**src/rtl/robo_pkg.sv**
```systemverilog
// robo_pkg: encodings shared by the wall-following controller and the motor
// driver that sits behind it.
//   motion_e      - motor driver states (2-bit)
//   CMD_*         - {front, rotate} command codes emitted by the controller
//   ctrl_state_e  - controller Moore state names, kept here so both blocks
//                   decode the same names
//   decode_cmd()  - maps {front, rotate} onto the motion it requests
package robo_pkg;

  typedef enum logic [1:0] {
    STOP  = 2'b00,
    FWD   = 2'b01,
    ROT   = 2'b10,
    BRAKE = 2'b11
  } motion_e;

  localparam logic [1:0] CMD_STOP = 2'b00;
  localparam logic [1:0] CMD_ROT  = 2'b01;
  localparam logic [1:0] CMD_FWD  = 2'b10;
  localparam logic [1:0] CMD_BAD  = 2'b11;

  typedef enum logic [1:0] {
    CTRL_SEEK   = 2'b00,
    CTRL_FOLLOW = 2'b01,
    CTRL_TURN   = 2'b10
  } ctrl_state_e;

  // Both-high is contradictory, so it is treated exactly like a stop request.
  function automatic motion_e decode_cmd(input logic front, input logic rotate);
    case ({front, rotate})
      CMD_FWD: return FWD;
      CMD_ROT: return ROT;
      default: return STOP;
    endcase
  endfunction

endpackage

```
**src/rtl/pwm_gen.sv**
```systemverilog
// pwm_gen: free-running PWM counter with a registered compare.
//   clk, rst     - clock, asynchronous active-high reset
//   duty_i       - high time in counter ticks (0 = constant low)
//   force_low_i  - forces the output low on the coming edge
//   pwm_o        - registered PWM output, one clock behind cnt/duty
module pwm_gen #(
  parameter int PWM_BITS = 8
) (
  input  logic                clk,
  input  logic                rst,
  input  logic [PWM_BITS-1:0] duty_i,
  input  logic                force_low_i,
  output logic                pwm_o
);

  logic [PWM_BITS-1:0] cnt_q;
  logic                pwm_q;

  always_ff @(posedge clk or posedge rst) begin
    if (rst) begin
      cnt_q <= '0;
      pwm_q <= 1'b0;
    end else begin
      cnt_q <= cnt_q + 1'b1;
      pwm_q <= !force_low_i && (cnt_q < duty_i);
    end
  end

  assign pwm_o = pwm_q;

endmodule

```
**src/rtl/motor_driver.sv**
```systemverilog
// motor_driver: turns the controller's {front, rotate} command into wheel
// PWM and direction, with a soft-start duty ramp and a fixed brake interval
// between any two different motions.
//   clk, rst         - clock, asynchronous active-high reset
//   front_i          - forward command
//   rotate_i         - rotate (turn right) command
//   pwm_l_o, pwm_r_o - wheel PWM (identical; direction tells them apart)
//   dir_l_o, dir_r_o - wheel direction, 1 = forward
//   moving_o         - driving (FWD/ROT) with non-zero duty
module motor_driver #(
  parameter int PWM_BITS    = 8,
  parameter int FWD_DUTY    = 240,
  parameter int ROT_DUTY    = 128,
  parameter int RAMP_STEP   = 16,
  parameter int RAMP_DIV    = 1024,
  parameter int DEAD_CYCLES = 8
) (
  input  logic clk,
  input  logic rst,
  input  logic front_i,
  input  logic rotate_i,
  output logic pwm_l_o,
  output logic pwm_r_o,
  output logic dir_l_o,
  output logic dir_r_o,
  output logic moving_o
);
  import robo_pkg::*;

  localparam int RW = (RAMP_DIV > 1) ? $clog2(RAMP_DIV) : 1;
  localparam int DW = (DEAD_CYCLES > 1) ? $clog2(DEAD_CYCLES) : 1;
  localparam logic [PWM_BITS-1:0] FWD_TGT  = PWM_BITS'(FWD_DUTY);
  localparam logic [PWM_BITS-1:0] ROT_TGT  = PWM_BITS'(ROT_DUTY);
  localparam logic [PWM_BITS:0]   STEP_EXT = (PWM_BITS+1)'(RAMP_STEP);
  localparam logic [RW-1:0]       RAMP_LAST = RW'(RAMP_DIV - 1);
  localparam logic [DW-1:0]       DEAD_LOAD = DW'(DEAD_CYCLES - 1);

  motion_e             state_q, state_d, cmd;
  logic [PWM_BITS-1:0] duty_q, duty_d, target;
  logic [PWM_BITS:0]   duty_sum;
  logic [RW-1:0]       ramp_cnt_q, ramp_cnt_d;
  logic [DW-1:0]       dead_cnt_q, dead_cnt_d;
  logic                dir_l_q, dir_l_d, dir_r_q, dir_r_d;
  logic                moving_q, moving_d;
  logic                launch, run_d, pwm;

  always_comb begin
    cmd        = decode_cmd(front_i, rotate_i);
    target     = (state_q == FWD) ? FWD_TGT : ROT_TGT;
    // One extra bit so a step past the top of the range still compares
    // correctly against the target instead of wrapping.
    duty_sum   = {1'b0, duty_q} + STEP_EXT;
    state_d    = state_q;
    duty_d     = duty_q;
    ramp_cnt_d = ramp_cnt_q;
    dead_cnt_d = dead_cnt_q;
    dir_l_d    = dir_l_q;
    dir_r_d    = dir_r_q;
    launch     = 1'b0;

    case (state_q)
      FWD, ROT: begin
        if (cmd != state_q) begin
          state_d    = BRAKE;
          duty_d     = '0;
          ramp_cnt_d = '0;
          dead_cnt_d = DEAD_LOAD;
        end else if (ramp_cnt_q == RAMP_LAST) begin
          ramp_cnt_d = '0;
          duty_d     = (duty_sum > {1'b0, target}) ? target : duty_sum[PWM_BITS-1:0];
        end else begin
          ramp_cnt_d = ramp_cnt_q + 1'b1;
        end
      end
      BRAKE: begin
        duty_d     = '0;
        ramp_cnt_d = '0;
        // The interval always runs to completion; only the command present
        // on the final edge decides where we go.
        if (dead_cnt_q != '0) dead_cnt_d = dead_cnt_q - 1'b1;
        else                  launch     = 1'b1;
      end
      default: begin
        duty_d     = '0;
        ramp_cnt_d = '0;
        launch     = 1'b1;
      end
    endcase

    // Leaving STOP/BRAKE: PWM is already low, so directions may change on
    // the same edge as the state.
    if (launch) begin
      state_d = cmd;
      if (cmd == FWD) begin
        dir_l_d = 1'b1;
        dir_r_d = 1'b1;
      end else if (cmd == ROT) begin
        dir_l_d = 1'b1;
        dir_r_d = 1'b0;
      end
    end

    run_d    = (state_d == FWD) || (state_d == ROT);
    moving_d = run_d && (duty_d != '0);
  end

  always_ff @(posedge clk or posedge rst) begin
    if (rst) begin
      state_q    <= STOP;
      duty_q     <= '0;
      ramp_cnt_q <= '0;
      dead_cnt_q <= '0;
      dir_l_q    <= 1'b1;
      dir_r_q    <= 1'b1;
      moving_q   <= 1'b0;
    end else begin
      state_q    <= state_d;
      duty_q     <= duty_d;
      ramp_cnt_q <= ramp_cnt_d;
      dead_cnt_q <= dead_cnt_d;
      dir_l_q    <= dir_l_d;
      dir_r_q    <= dir_r_d;
      moving_q   <= moving_d;
    end
  end

  // force_low uses the next state so the pins drop on the entry edge
  // into STOP/BRAKE rather than one clock later.
  pwm_gen #(.PWM_BITS(PWM_BITS)) u_pwm (
    .clk        (clk),
    .rst        (rst),
    .duty_i     (duty_q),
    .force_low_i(!run_d),
    .pwm_o      (pwm)
  );

  assign pwm_l_o  = pwm;
  assign pwm_r_o  = pwm;
  assign dir_l_o  = dir_l_q;
  assign dir_r_o  = dir_r_q;
  assign moving_o = moving_q;

endmodule
```
**config.mk**
```make
export PLATFORM = sky130hd
export DESIGN_NAME = motor_driver
export DESIGN_NICKNAME = d
export VERILOG_FILES = /design/src/rtl/robo_pkg.sv /design/src/rtl/pwm_gen.sv /design/src/rtl/motor_driver.sv
export SDC_FILE = /design/constraint.sdc
export NUM_CORES = 1
export LEC_CHECK = 0
export ABC_AREA = 1
export ABC_CLOCK_PERIOD_IN_PS = 2100
export BUFFER_PORTS_ARGS = -buffer_cell sky130_fd_sc_hd__buf_2
export CAP_MARGIN = 20
export CORE_ASPECT_RATIO = 0.6
export CORE_MARGIN = 5
export CORE_UTILIZATION = 30
export DETAILED_ROUTE_END_ITERATION = 10
export GPL_ROUTABILITY_DRIVEN = 0
export SYNTH_ARGS = -nofsm -noshare
export SYNTH_HDL_FRONTEND = slang
export SYNTH_HIERARCHICAL = 1
export SYNTH_SLANG_ARGS = --single-unit
```
**constraint.sdc**
```tcl
create_clock -name clk -period 2.1 [get_ports clk]
set_input_delay 0.105 -clock clk [delete_from_list [all_inputs] [get_ports clk]]
set_output_delay 0.105 -clock clk [all_outputs]
set_load 0.05 [all_outputs]
```
### Yosys cells after proc, flatten, opt, wreduce, memory -nomap -nowiden

Index checks and enable logic that the tools add are counted.

| storage, ports and cells | value |
|---|---|
| word-level logic and storage cells | 59 |
| bits in registers | 35 |
| output and inout port bits | 5 |

| cells by class | value |
|---|---|
| add/sub/neg operators | 4 |
| equality and inequality tests | 13 |
| reduce and logical (&&, ||, !) cells | 10 |
| muxes and demuxes | 21 |
| order comparisons | 2 |

Operators by type and width:

| kind | count |
|---|---|
| 8-bit 2-to-1 mux | 4 |
| 10-bit 2-to-1 mux | 3 |
| 10-bit by 1-bit adder with 10-bit output (second input constant) | 1 |
| 10-bit equality test (second input constant) | 1 |
| 2-bit equality test (second input constant) | 5 |
| 8-bit by 5-bit adder with 9-bit output (second input constant) | 1 |
| 9-bit by 8-bit greater-than comparator with 1-bit output | 1 |
| 8-bit by 1-bit adder with 8-bit output (second input constant) | 1 |
| 2-bit by 1-bit equality test with 1-bit output (second input constant) | 4 |
| 8-bit < comparator | 1 |
| 8-bit nonzero test | 1 |
| 7-bit 2-to-1 mux | 1 |
| 2-bit 2-to-1 mux | 3 |
| 3-bit 2-to-1 mux | 2 |
| 3-bit one-hot mux with 2 select lines | 1 |
| 1-bit 2-to-1 mux | 5 |
| 2-bit != test (second input constant) | 2 |
| 2-bit one-hot mux with 2 select lines | 1 |
| 2-bit nonzero test | 2 |
| 3-bit AND reduction | 1 |
| 3-bit nonzero test | 1 |
| 3-bit by 1-bit subtractor with 3-bit output (second input constant) | 1 |
| 1-bit logical AND | 2 |
| 2-bit != test | 1 |
| 4 further kinds | 4 |

### Depth between registers and ports, before layout

Gate-level depths: netlist of the first run.

| depth | value |
|---|---|
| depth in word-level cells | 9 |
| gate-level depth with buffers | 17 |
| gate-level depth less buffers | 17 |

### Modules after synthesis

The synthesis of the first run kept the hierarchy.

By module, submodules not included:

| module | cells each | area an instance (um^2) | instances | seq. area each (um^2) |
|---|---|---|---|---|
| motor_driver | 191 | 1549.0 | 1 | 626.9 |
| pwm_gen | 60 | 539.3 | 1 | 225.2 |

### Worst setup path before layout of the first run

Ideal clock, no wire load.

| path | value |
|---|---|
| path kind | register to register |
| start point | register duty_q[4] |
| end point | register moving_q (netlist: moving_o) |
| slack | 0.101 ns |
| clock period less this slack | 1.999 ns |
| data required time | 1.987 ns |
| stages on the path, launching flop included | 18 |
| buffers on the path | 0 |
| data arrival time | 1.886 ns |
| cells stage by stage | dfrtp_1 ha_1 nand2_1 inv_1 nor2_1 ha_1 nand2_1 nor2_1 nand2_1 nand2_1 nand2_1 nand3_1 nand3_1 nand2_2 nor2_2 nand3_2 nand2_1 inv_1 |

| on the way | value |
|---|---|
| cells in the longest elaborated chain, start to end | 8 |

Ends and longest elaborated chain:

| element | line | RTL |
|---|---|---|
| from (decl) | motor_driver.sv:39 | `logic [PWM_BITS-1:0] duty_q, duty_d, target;` |
| from (signal assigned) | motor_driver.sv:118 | `duty_q <= duty_d;` |
| 8-bit by 5-bit adder with 9-bit output * | motor_driver.sv:52 | `duty_sum = {1'b0, duty_q} + STEP_EXT;` |
| 9-bit by 8-bit greater-than comparator with 1-bit output | motor_driver.sv:70 | `duty_d = (duty_sum > {1'b0, target}) ? target : duty_sum[PWM_BITS-1:0];` |
| 8-bit 2-to-1 mux * | motor_driver.sv:70 |  |
| 8-bit 2-to-1 mux * | motor_driver.sv:68 | `end else if (ramp_cnt_q == RAMP_LAST) begin` |
| 8-bit 2-to-1 mux * | motor_driver.sv:63 | `if (cmd != state_q) begin` |
| 8-bit 2-to-1 mux * | motor_driver.sv:61 | `case (state_q)` |
| named net duty_d[5] | motor_driver.sv:39 |  |
| 8-bit nonzero test * | motor_driver.sv:104 | `moving_d = run_d && (duty_d != '0);` |
| 1-bit logical AND * | motor_driver.sv:104 |  |
| named net moving_d | motor_driver.sv:44 | `logic moving_q, moving_d;` |
| to (signal assigned) | motor_driver.sv:123 | `moving_q <= moving_d;` |
| to (decl) | motor_driver.sv:44 |  |

The timed path passes the listed nets; every way through them passes the cells marked *.
A chain may end at the register's enable or synchronous reset.

### Worst setup path in the final report of the first run

| path | value |
|---|---|
| start point | register duty_q[5] |
| end point | register moving_q (netlist: moving_o) |

| on the way | value |
|---|---|
| cells in the longest elaborated chain, start to end | 8 |

Ends and longest elaborated chain:

| element | line |
|---|---|
| 8-bit by 5-bit adder with 9-bit output | motor_driver.sv:52 |
| 9-bit by 8-bit greater-than comparator with 1-bit output | motor_driver.sv:70 |
| 8-bit 2-to-1 mux | motor_driver.sv:70 |
| 8-bit 2-to-1 mux * | motor_driver.sv:68 |
| 8-bit 2-to-1 mux * | motor_driver.sv:63 |
| 8-bit 2-to-1 mux * | motor_driver.sv:61 |
| 8-bit nonzero test * | motor_driver.sv:104 |
| 1-bit logical AND * | motor_driver.sv:104 |
| named net moving_d | motor_driver.sv:44 |

Marked as above.

==> results of run 1 <==
## sequential cells by signal (all words and copies together) (netlist names)
signal       cells
duty_q           8
dir_r_o          1
moving_o         1
u_pwm/cnt_q      8
dead_cnt_q       3
u_pwm/pwm_o      1
ramp_cnt_q      10
state_q          2
## placed cells by master, fill, tap and decap left out, types with 2 or more instances in the layout
master / netlist / routed
inv_1: 45 / 42
nand2_1: 44 / 42
dfrtp_1: 33 / 33
nor2_1: 22 / 19
ha_1: 19 / 14
buf_4: 2 / 13
nand3_1: 13 / 12
a21oi_1: 11 / 9
inv_2: 4 / 8
nand2_2: 5 / 7
nand3_2: 7 / 7
nor2_2: 6 / 7
o21ai_0: 7 / 7
buf_2: 0 / 7
xnor2_1: 6 / 6
o21ai_2: 1 / 5
clkbuf_16: 0 / 5
ha_4: 0 / 4
nand4_1: 3 / 3
nor3_1: 3 / 3
xor2_1: 3 / 3
nor2_4: 0 / 2
a21oi_4: 1 / 2
a22oi_1: 2 / 2
bufinv_16: 0 / 2
## logic make-up after synthesis
family | after synthesis | synth area share, %
flops | 34 | 40.8
fa+ha+maj | 19 | 11.4
compound gates | 26 | 7.19
buf+inv | 54 | 10.4
other cells | 1 | 0.180
xor+xnor | 10 | 4.55
simple gates | 107 | 25.5
## routing by layer
layer	share of wire (%)	vias to the layer above	GRT usage [%]
met5	0	-	0
met4	1.0	0	3.44
met3	2.6	4	2.55
met2	41	25	13.7
met1	56	729	15.1
li1	-	837	-
## repair_timing
action                     in CTS  in global routing
pin swaps                       0                  8
resized for setup               1                 27
setup endpoints to repair       1                  9
hold endpoints to repair       33                  0
hold buffers                    1                  0
buffers inserted                0                  2
## worst register-to-register path: cells and delay by family (launching register included)
family | cells | cell delay [ns]
AOI/OAI and AO/OA | 1 | 0.07
adders and majority gates | 2 | 0.42
and+or+nand+nor | 11 | 0.78
buffers and inverters | 4 | 0.24
DFF | 1 | 0.41
## through the flow
| step | setup slack, ns | hold WS [ns] |
|---|---|---|
| after floorplan | 0.101 | -0.0671 |
| after global placement | 0.0217 | 0.102 |
| after detailed placement | 0.00259 | 0.107 |
| after CTS | 0.0135 | 0.127 |
| after global routing | -0.0825 | 0.160 |
| final | 0.0697 | 0.134 |
## final timing paths
| path | slack (ns) | startpoint | endpoint | depth (start not counted) |
|---|---|---|---|---|
| setup / recovery | 0.07 | duty_q[5] | moving_o | 18 |
| hold / removal | 0.13 | rotate_i | dir_r_o | 3 |
| setup reg to reg | 0.07 | duty_q[5] | moving_o | 18 |
| hold reg to reg | 0.48 | u_pwm/cnt_q[7] | u_pwm/cnt_q[7] | 1 |
| max in group asynchronous | 1.36 | rst | dir_r_o | 4 |
| min in group asynchronous | 0.35 | rst | u_pwm/cnt_q[0] | 3 |
## area by class of cell
class                   count  share of cell area, %
well taps                  87                   4.10
multi-input cells         163                   42.9
repair buffers             22                   5.80
inverters                  52                   7.59
clock buffers               6                   5.24
clock inverters             2                   2.26
flip-flops and latches     34                   32.1
## power groups by stage
stage	combinational, mW	clock [mW]	sequential [mW]
final	1.02	0.981	0.765
after global routing	1.13	1.05	0.772
after CTS	0.868	1.01	0.760
after detailed placement	0.850	0	0.771
after global placement	0.843	0	0.770
after floorplan	0.587	0	0.811
==> impl_metrics.csv, run 1 <==
group,metric,value,unit
yosys,syn_inst,251,
pwr,power,2.76,mW
layout,drive_above_1_share,29.0,%
place,dp_cells,355,
clock_network,cts_made_buffers,5,
place,dpl.hpwl,2.98,mm
pwr,p_switching,0.962,mW
floorplanning,floorplan.die_area,8780,µm²
layout,syn2layout_area_growth,27.0,%
global_route,grt_pass1_vias,1484,
floorplanning,start_util,31.0,%
timing,rsz0062_at_grt,"true",
yosys,synth_area,2090,µm²
floorplanning,die-width,118,µm
pwr,seqPwrFrac,27.7,%
detailed_routing,viasPerCell,4.36,
yosys,synth-main-ff-cell,"dfrtp_1",
global_route,grt_max_degree,26,
detailed_routing,drt-total-wl,4.23,mm
clock_network,root_buffer,"clkbuf_16",
outcome,status,"finished, final reports clean",
yosys,synth_area_leaders,"dfrtp_1 (40%), ha_1 (11%), inv_1 (8.1%)",
yosys,synth-seq-area-share,40.8,%
place,io_buffers,7,
setup_path,critPathSlowestCell,"dfrtp_1",
setup_path,arrival,2.20,ns
yosys,ys_ff_latch,34,
global_route,grt_overflow_total,0,
timing,fin_crit_sh,96.7,%
detailed_routing,wl_per_cell,11.6,µm
timing,hold_viol,0,
global_route,antenna_found_initial,0,
timing,worst_clock_skew,0.00447,ns
detailed_routing,drt_iter0_drc,55,
layout,nets,301,
setup_path,crit_required,2.27,ns
floorplanning,core,6730,µm²
layout,design_area,2650,µm²
layout,diodes,0,
setup_path,crit_path_frequent_cell,"nand2_1",
layout,seq_area,852,µm²
timing,timing.final.max_slew_violations,0,
layout,multi_input_area,1140,µm²
pwr,clockPowerShare,35.5,%
floorplanning,io_pins,9,
timing,finalSetupTns,0,ns
yosys,synth_edf_count,0,
floorplanning,die_h,74.6,µm
clock_network,cts.sinks,34,
timing,fmax,493,MHz
clock_network,path_clk_slew,0.05,ns
setup_path,cpLargestDelayFamily,"simple AND/OR/NAND/NOR gates",
clock_network,h-tree-depth,2,
pwr,vdd_drop_max,0.698,mV
clock_network,tritoncts,"done",
yosys,syn_area_per_cell,8.32,µm²
yosys,yosysWarnings,6,
global_route,grt_pass1_wl,6.94,mm
setup_path,slowest_delay,0.41,ns
yosys,synth-async-reset-ratio,100,%
detailed_routing,vias,1595,
pwr,sw_frac_of_total,34.8,%
setup_path,crit_type,"reg -> reg",
layout,final_cells,366,
clock_network,clk_path_buf_depth,2,
timing,setup_viol,0,
layout,fin_util,39.4,%
clock_network,clock_latency,0.28,ns
detailed_routing,ant_nets,0,
min_path,hp-class,"in -> reg",
setup_path,critPathMaxFanout,3,
detailed_routing,drc,0,
place,placed_area,2310,µm²
setup_path,crit_path_start_kind,"register",
yosys,synth.most_common_cell,"inv_1",
yosys,synth_nets,274,
flow_run,maxCapViolations,0,
floorplanning,num_rows,23,
global_route,track_usage,9.94,%
layout,fillers,678,
yosys,synth_top_area_cell,"dfrtp_1",
pwr,combPwrFrac,36.8,%
pwr,powerDensity,1040,nW/µm²
yosys,synth.distinct_cells,31,
detailed_routing,first_pass_iters,4,
setup_path,worst-path-buf-inv,4,
pwr,intPower,1.80,mW
timing,period_minus_slack,2.03,ns
setup_path,critPathCaptureType,"register",
pwr,leakage,1.28,nW
setup_path,critical_path.cell_chain,"ha_4 -> nand2_2 -> inv_2 -> nor2_4 -> ha_4 -> nand2_1 -> nor2_1 -> nand2_1 -> nand2_1 -> nand2_2 -> buf_6 -> nand3_4 -> o21ai_2 -> nand2_1 -> inv_2 -> nand3_2 -> nand2_1 -> inv_1",
yosys,synth_commonest_cells,"inv_1 (45), nand2_1 (44), dfrtp_1 (33)",
yosys,synth_top_area_share,39.5,%
No activity file was read; power rests on OpenSTA's default activity.
==> run 2: changes to the inputs <==
--- a/config.mk
+++ b/config.mk
@@ -16,5 +16,4 @@
 export GPL_ROUTABILITY_DRIVEN = 0
 export SYNTH_ARGS = -nofsm -noshare
 export SYNTH_HDL_FRONTEND = slang
-export SYNTH_HIERARCHICAL = 1
 export SYNTH_SLANG_ARGS = --single-unit
==> impl_metrics.csv, run 2 <==
group,metric,value,unit
yosys,yosysWarnings,0,
timing,rsz0062_at_grt,"true",
min_path,worst_hold_startpoint,"rotate_i",
timing,fmax,482,MHz
global_route,grt_overflow_total,0,
layout,fillers,667,
setup_path,critical_path.cell_chain,"ha_4 -> xor2_4 -> ha_4 -> nand3b_1 -> nand2_2 -> nand3_4 -> nand2_4 -> nand2_2 -> nand2_1 -> nand2_1 -> nand2_1 -> nand2_1 -> nor2_2 -> a21oi_2",
yosys,synth-main-ff-cell,"dfrtp_1",
detailed_routing,viasPerCell,4.48,
timing,worst_clock_skew,0.0103,ns
yosys,syn_inst,229,
layout,design_area,2470,µm²
layout,mostFrequentLayoutCell,"dfrtp_1",
yosys,synth-compound-area-share,8.59,%
min_path,hp-class,"in -> reg",
pwr,leakage,1.22,nW
place,placed_area,2190,µm²
yosys,synth_nets,252,
global_route,track_usage,10.2,%
yosys,synth-async-reset-ratio,100,%
setup_path,r2r-start,"duty_q[5]",
layout,nets,276,
setup_path,slowest_delay,0.42,ns
detailed_routing,drc,0,
place,dp_cells,330,
timing,setup_viol,0,
clock_network,root_buffer,"clkbuf_8",
yosys,synth.distinct_cells,31,
yosys,synth_commonest_cells,"inv_1 (34), nand2_1 (34), dfrtp_1 (33)",
timing,hold_viol,0,
yosys,synthAdderAreaFrac,11.9,%
setup_path,cpLargestDelayFamily,"simple AND/OR/NAND/NOR gates",
setup_path,critPathMaxFanout,4,
yosys,ys_ff_latch,34,
layout,top_register,"ramp_cnt_q",
pwr,vdd_drop_max,0.642,mV
setup_path,rr_worst_depth,14,
layout,fin_util,37.6,%
global_route,grt_pass1_vias,1400,
pwr,powerDensity,919,nW/µm²
floorplanning,die_h,73.2,µm
timing,timing.final.max_slew_violations,0,
global_route,grt_max_degree,35,
floorplanning,num_rows,23,
yosys,synth_edf_count,0,
setup_path,critPathCaptureType,"register",
floorplanning,floorplan.die_area,8430,µm²
layout,diodes,0,
yosys,synth-seq-area-share,42.7,%
detailed_routing,ant_nets,0,
timing,finalSetupTns,0,ns
yosys,syn_area_per_cell,8.71,µm²
detailed_routing,drt_iter0_drc,92,
clock_network,cts.sinks,34,
clock_network,clock_latency,0.28,ns
detailed_routing,wl_per_cell,11.5,µm
layout,reg_top3,"ramp_cnt_q x10, duty_q x8, u_pwm.cnt_q x8",
setup_path,crit_path_start_kind,"register",
setup_path,critPathSlowestCell,"dfrtp_1",
detailed_routing,vias,1527,
floorplanning,io_pins,9,
floorplanning,die-width,115,µm
detailed_routing,first_pass_iters,5,
clock_network,tritoncts,"done",
setup_path,crit_type,"reg -> reg",
timing,fin_crit_sh,98.7,%
yosys,synth-simple-area-share,23.0,%
yosys,synth_area,1990,µm²
layout,largest_register_ffs,10,
place,dpl.hpwl,2.98,mm
detailed_routing,drt-total-wl,3.91,mm
clock_network,cts_made_buffers,5,
yosys,synth_top_area_cell,"dfrtp_1",
floorplanning,start_util,30.4,%
setup_path,crit_path_frequent_cell,"nand2_1",
pwr,power,2.27,mW
clock_network,h-tree-depth,2,
timing,period_minus_slack,2.07,ns
global_route,grt_pass1_wl,6.70,mm
place,io_buffers,7,
yosys,synth_top_family_by_area,"simple AND/OR/NAND/NOR gates",
min_path,holdPathEnd,"dir_r_o",
outcome,status,"finished, final reports clean",
min_path,min_delay_path_depth,3,
yosys,synth-xor-area-share,5.71,%
setup_path,r2r_setup_slack,0.03,ns
timing,finalWorstSetupSlack,0.0268,ns
layout,final_cells,341,
flow_run,maxCapViolations,0,
yosys,synth_area_leaders,"dfrtp_1 (41%), ha_1 (12%), inv_1 (6.4%)",
place,detailedPlace.worstSlack,-0.0914,ns
floorplanning,core,6560,µm²
clock_network,path_clk_slew,0.07,ns
setup_path,worst-path-buf-inv,0,
yosys,synthMuxAreaShare,0,%
yosys,synth_top_area_share,41.4,%
setup_path,crit_required,2.27,ns
layout,drive_above_1_share,24.8,%
timing,holdWs,0.133,ns
layout,syn2layout_area_growth,23.7,%
global_route,antenna_found_initial,0,
setup_path,r2r-end,"moving_o",
layout,layout_common_cells,"dfrtp_1 (33), inv_1 (32), nand2_1 (28), nand3_1 (17), ha_1 (16)",
setup_path,arrival,2.25,ns
clock_network,clk_path_buf_depth,2,
-- run 2: cell types whose count changed in the layout (fill, tap and decap cells not counted), moves of 5 or more --
cell / delta
nand2_1: -14
inv_1: -10
xor2_1: +6
clkbuf_16: -5
clkbuf_8: +5
nand3_1: +5
-- run 2: power by group --
group          internal (mW)  switching [mW]  total [mW]
Sequential             0.723          0.0344       0.758
Combinational          0.266           0.500       0.766
Clock                  0.506           0.237       0.744
-- run 2: metal layers --
metal	part of all wire, %	vias to the layer above	track usage [%]
li1	-	784	-
met1	55	708	15.6
met2	40	30	13.7
met3	4.2	5	2.57
met4	1.3	0	3.52
met5	0	-	0
-- run 2: cell families (layout without fill, tap and decap cells) --
family,Yosys count,after routing
AND/OR/NAND/NOR,94,94
buffers and inverters,40,65
flip-flops,34,34
AO/OA/AOI/OAI,28,28
adder cells (fa/ha/maj),19,19
XOR/XNOR,13,13
other,1,1
-- run 2: repair_timing --
action / in CTS / in global routing
setup endpoints to repair: 1 / 2
hold buffers: 1 / 0
setup buffers: 1 / 1
pin swaps: 4 / 10
gates resized for setup: 4 / 19
hold endpoints to repair: 33 / 0
-- run 2: layout make-up --
cell class	instances	area [µm²]	area share (%)
inverter	38	143	5.78
timing repair buffer	19	128	5.17
clock inverter	2	60.1	2.43
sequential	34	852	34.5
clock buffer	6	82.6	3.35
tap	87	109	4.41
multi-input combinational	155	1090	44.3
-- run 2: worst min-delay path, delay by kind of cell --
| family | cells | cell delay [ns] |
|---|---|---|
| buffers and inverters | 1 | 0.09 |
| adder cells (fa/ha/maj) | 1 | 0.13 |
| AO/OA/AOI/OAI | 1 | 0.09 |
-- run 2: how the worst max path moves through the flow --
stage                     startpoint        to  slack, ns  cells past startpoint
after floorplan            duty_q[4]  moving_o       0.03                     15
after global placement     duty_q[4]  moving_o     -0.004                     15
after detailed placement   duty_q[4]  moving_o      -0.09                     15
after CTS                  duty_q[4]  moving_o      0.007                     15
after global routing       duty_q[5]  moving_o       -0.1                     15
final                      duty_q[5]  moving_o       0.03                     14
==> run 3: changes to the inputs <==
--- a/config.mk
+++ b/config.mk
@@ -11,9 +11,10 @@
 export CAP_MARGIN = 20
 export CORE_ASPECT_RATIO = 0.6
 export CORE_MARGIN = 5
-export CORE_UTILIZATION = 30
+export CORE_UTILIZATION = 55
 export DETAILED_ROUTE_END_ITERATION = 10
 export GPL_ROUTABILITY_DRIVEN = 0
+export PLACE_DENSITY = 0.75
 export SYNTH_ARGS = -nofsm -noshare
 export SYNTH_HDL_FRONTEND = slang
 export SYNTH_SLANG_ARGS = --single-unit
==> impl_metrics.csv, run 3 (synthesized netlist as in run 2, its figures left out) <==
group,metric,value,unit
outcome,status,"finished, violations left",
outcome,violations,"setup timing",
floorplanning,start_util,59.3,%
floorplanning,num_rows,16,
detailed_routing,viasPerCell,4.99,
detailed_routing,drt_iter0_drc,91,
layout,top_register,"ramp_cnt_q",
setup_path,r2r-start,"duty_q[4]",
clock_network,clk_path_buf_depth,2,
floorplanning,die_h,56.6,µm
place,io_buffers,7,
global_route,grt_overflow_total,0,
pwr,powerDensity,846,nW/µm²
detailed_routing,drt-total-wl,4.00,mm
place,detailedPlace.worstSlack,-0.0766,ns
layout,largest_register_ffs,10,
pwr,leakage,1.23,nW
layout,syn2layout_area_growth,18.9,%
setup_path,arrival,2.29,ns
layout,layout_common_cells,"inv_1 (33), nand2_1 (33), dfrtp_1 (33), buf_4 (18)",
timing,fin_crit_sh,101,%
min_path,holdPathEnd,"dir_r_o",
setup_path,cpLargestDelayFamily,"simple AND/OR/NAND/NOR gates",
setup_path,worst-path-buf-inv,0,
setup_path,rr_worst_depth,14,
setup_path,crit_type,"reg -> reg",
layout,nets,283,
detailed_routing,wl_per_cell,13.1,µm
detailed_routing,first_pass_iters,4,
timing,finalWorstSetupSlack,-0.0142,ns
setup_path,crit_path_start_kind,"register",
setup_path,slowest_delay,0.40,ns
global_route,grt_max_degree,35,
global_route,antenna_found_initial,0,
layout,reg_top3,"ramp_cnt_q x10, duty_q x8, u_pwm.cnt_q x8",
setup_path,critical_path.cell_chain,"ha_2 -> xor2_2 -> ha_4 -> nand3b_1 -> nand2_1 -> nand3_2 -> nand2_2 -> nand2_1 -> nand2_1 -> nand2_1 -> nand2_1 -> nand2_1 -> nor2_2 -> a21oi_2",
layout,drive_above_1_share,24.1,%
setup_path,critPathMaxFanout,4,
timing,fmax,473,MHz
min_path,worst_hold_startpoint,"rotate_i",
setup_path,crit_path_frequent_cell,"nand2_1",
timing,period_minus_slack,2.11,ns
clock_network,root_buffer,"clkbuf_8",
min_path,hp-class,"in -> reg",
floorplanning,core,3360,µm²
floorplanning,floorplan.die_area,4970,µm²
detailed_routing,drc,0,
global_route,grt_pass1_wl,6.72,mm
timing,rsz0062_at_grt,"true",
clock_network,h-tree-depth,2,
global_route,grt_pass1_vias,1422,
floorplanning,die-width,87.7,µm
min_path,min_delay_path_depth,3,
pwr,vdd_drop_max,0.845,mV
timing,worst_clock_skew,0.00994,ns
timing,timing.final.max_slew_violations,0,
setup_path,critPathCaptureType,"register",
floorplanning,io_pins,9,
global_route,track_usage,17.9,%
setup_path,critPathSlowestCell,"dfrtp_1",
detailed_routing,ant_nets,0,
layout,diodes,0,
timing,setup_viol,1,
setup_path,crit_required,2.28,ns
clock_network,cts.sinks,34,
place,dpl.hpwl,2.89,mm
clock_network,tritoncts,"done",
flow_run,maxCapViolations,0,
setup_path,r2r_setup_slack,-0.01,ns
clock_network,cts_made_buffers,5,
pwr,power,2.01,mW
detailed_routing,vias,1526,
clock_network,clock_latency,0.30,ns
setup_path,r2r-end,"moving_o",
timing,hold_viol,0,
clock_network,path_clk_slew,0.06,ns
run 3: changes by cell type in the layout (fill, tap and decap cells not counted), moves of 2 or more:
cell | previous run | this run
buf_4 | 11 | 18
bufinv_16 | 2 | 0
nand2_1 | 28 | 33
nand2_2 | 10 | 6
nand3_2 | 4 | 6
run 3: what timing repair did:
item,in CTS,in global routing
pin swaps,3,11
setup buffers,0,6
setup endpoints to repair,1,5
hold buffers,1,0
hold endpoints to repair,33,0
resized for setup,4,9
run 3: where the power goes:
| part | internal (mW) | switching, mW | leakage, nW |
|---|---|---|---|
| registers | 0.724 | 0.0363 | 0.439 |
| clock network | 0.264 | 0.236 | 0.0482 |
| logic | 0.260 | 0.487 | 0.744 |
run 3: cell type report:
cell class	instances	area, µm²
Timing Repair Buffer	26	180
Fill cell	262	991
Clock inverter	1	5.00
Inverter	38	143
Multi-Input combinational cell	155	1050
Clock buffer	7	86.3
Sequential cell	34	852
Tap cell	45	56.3
run 3: tightest hold or removal path, stage by stage:
cell and delay (ns):
buf_2 0.09, ha_1 0.12, o21ai_0 0.08
run 3: metal layers:
metal,track usage (%),routed length [µm],up-vias,part of all wire (%)
met5,0,0,-,0
met4,7.22,72,0,1.8
met3,5.12,285,7,7.1
met2,21.8,1500,29,37
met1,28.7,2140,694,54
li1,-,-,796,-
run 3: worst max path at each step:
stage,start,endpoint,slack (ns),depth (start not counted)
after detailed placement,duty_q[4],moving_o,-0.08,13
after CTS,duty_q[4],moving_o,0.003,15
after global routing,duty_q[4],moving_o,-0.14,15
after floorplan,duty_q[4],moving_o,0.03,15
after global placement,duty_q[5],moving_o,0.02,15
final,duty_q[4],moving_o,-0.01,14
run 3: per-stage QoR:
stage | cells | setup TNS, ns | hold WS, ns | util, % | instance area (µm²)
after global routing | 306 | -0.239 | 0.108 | 70.5 | 2370
after detailed placement | 291 | -0.0766 | 0.229 | 64.2 | 2160
final | 306 | -0.0142 | 0.112 | 70.5 | 2370
after global placement | 291 | 0 | 0.221 | 64.2 | 2160
after CTS | 300 | 0 | 0.111 | 67.7 | 2280
after floorplan | 229 | 0 | 0.246 | - | 1990
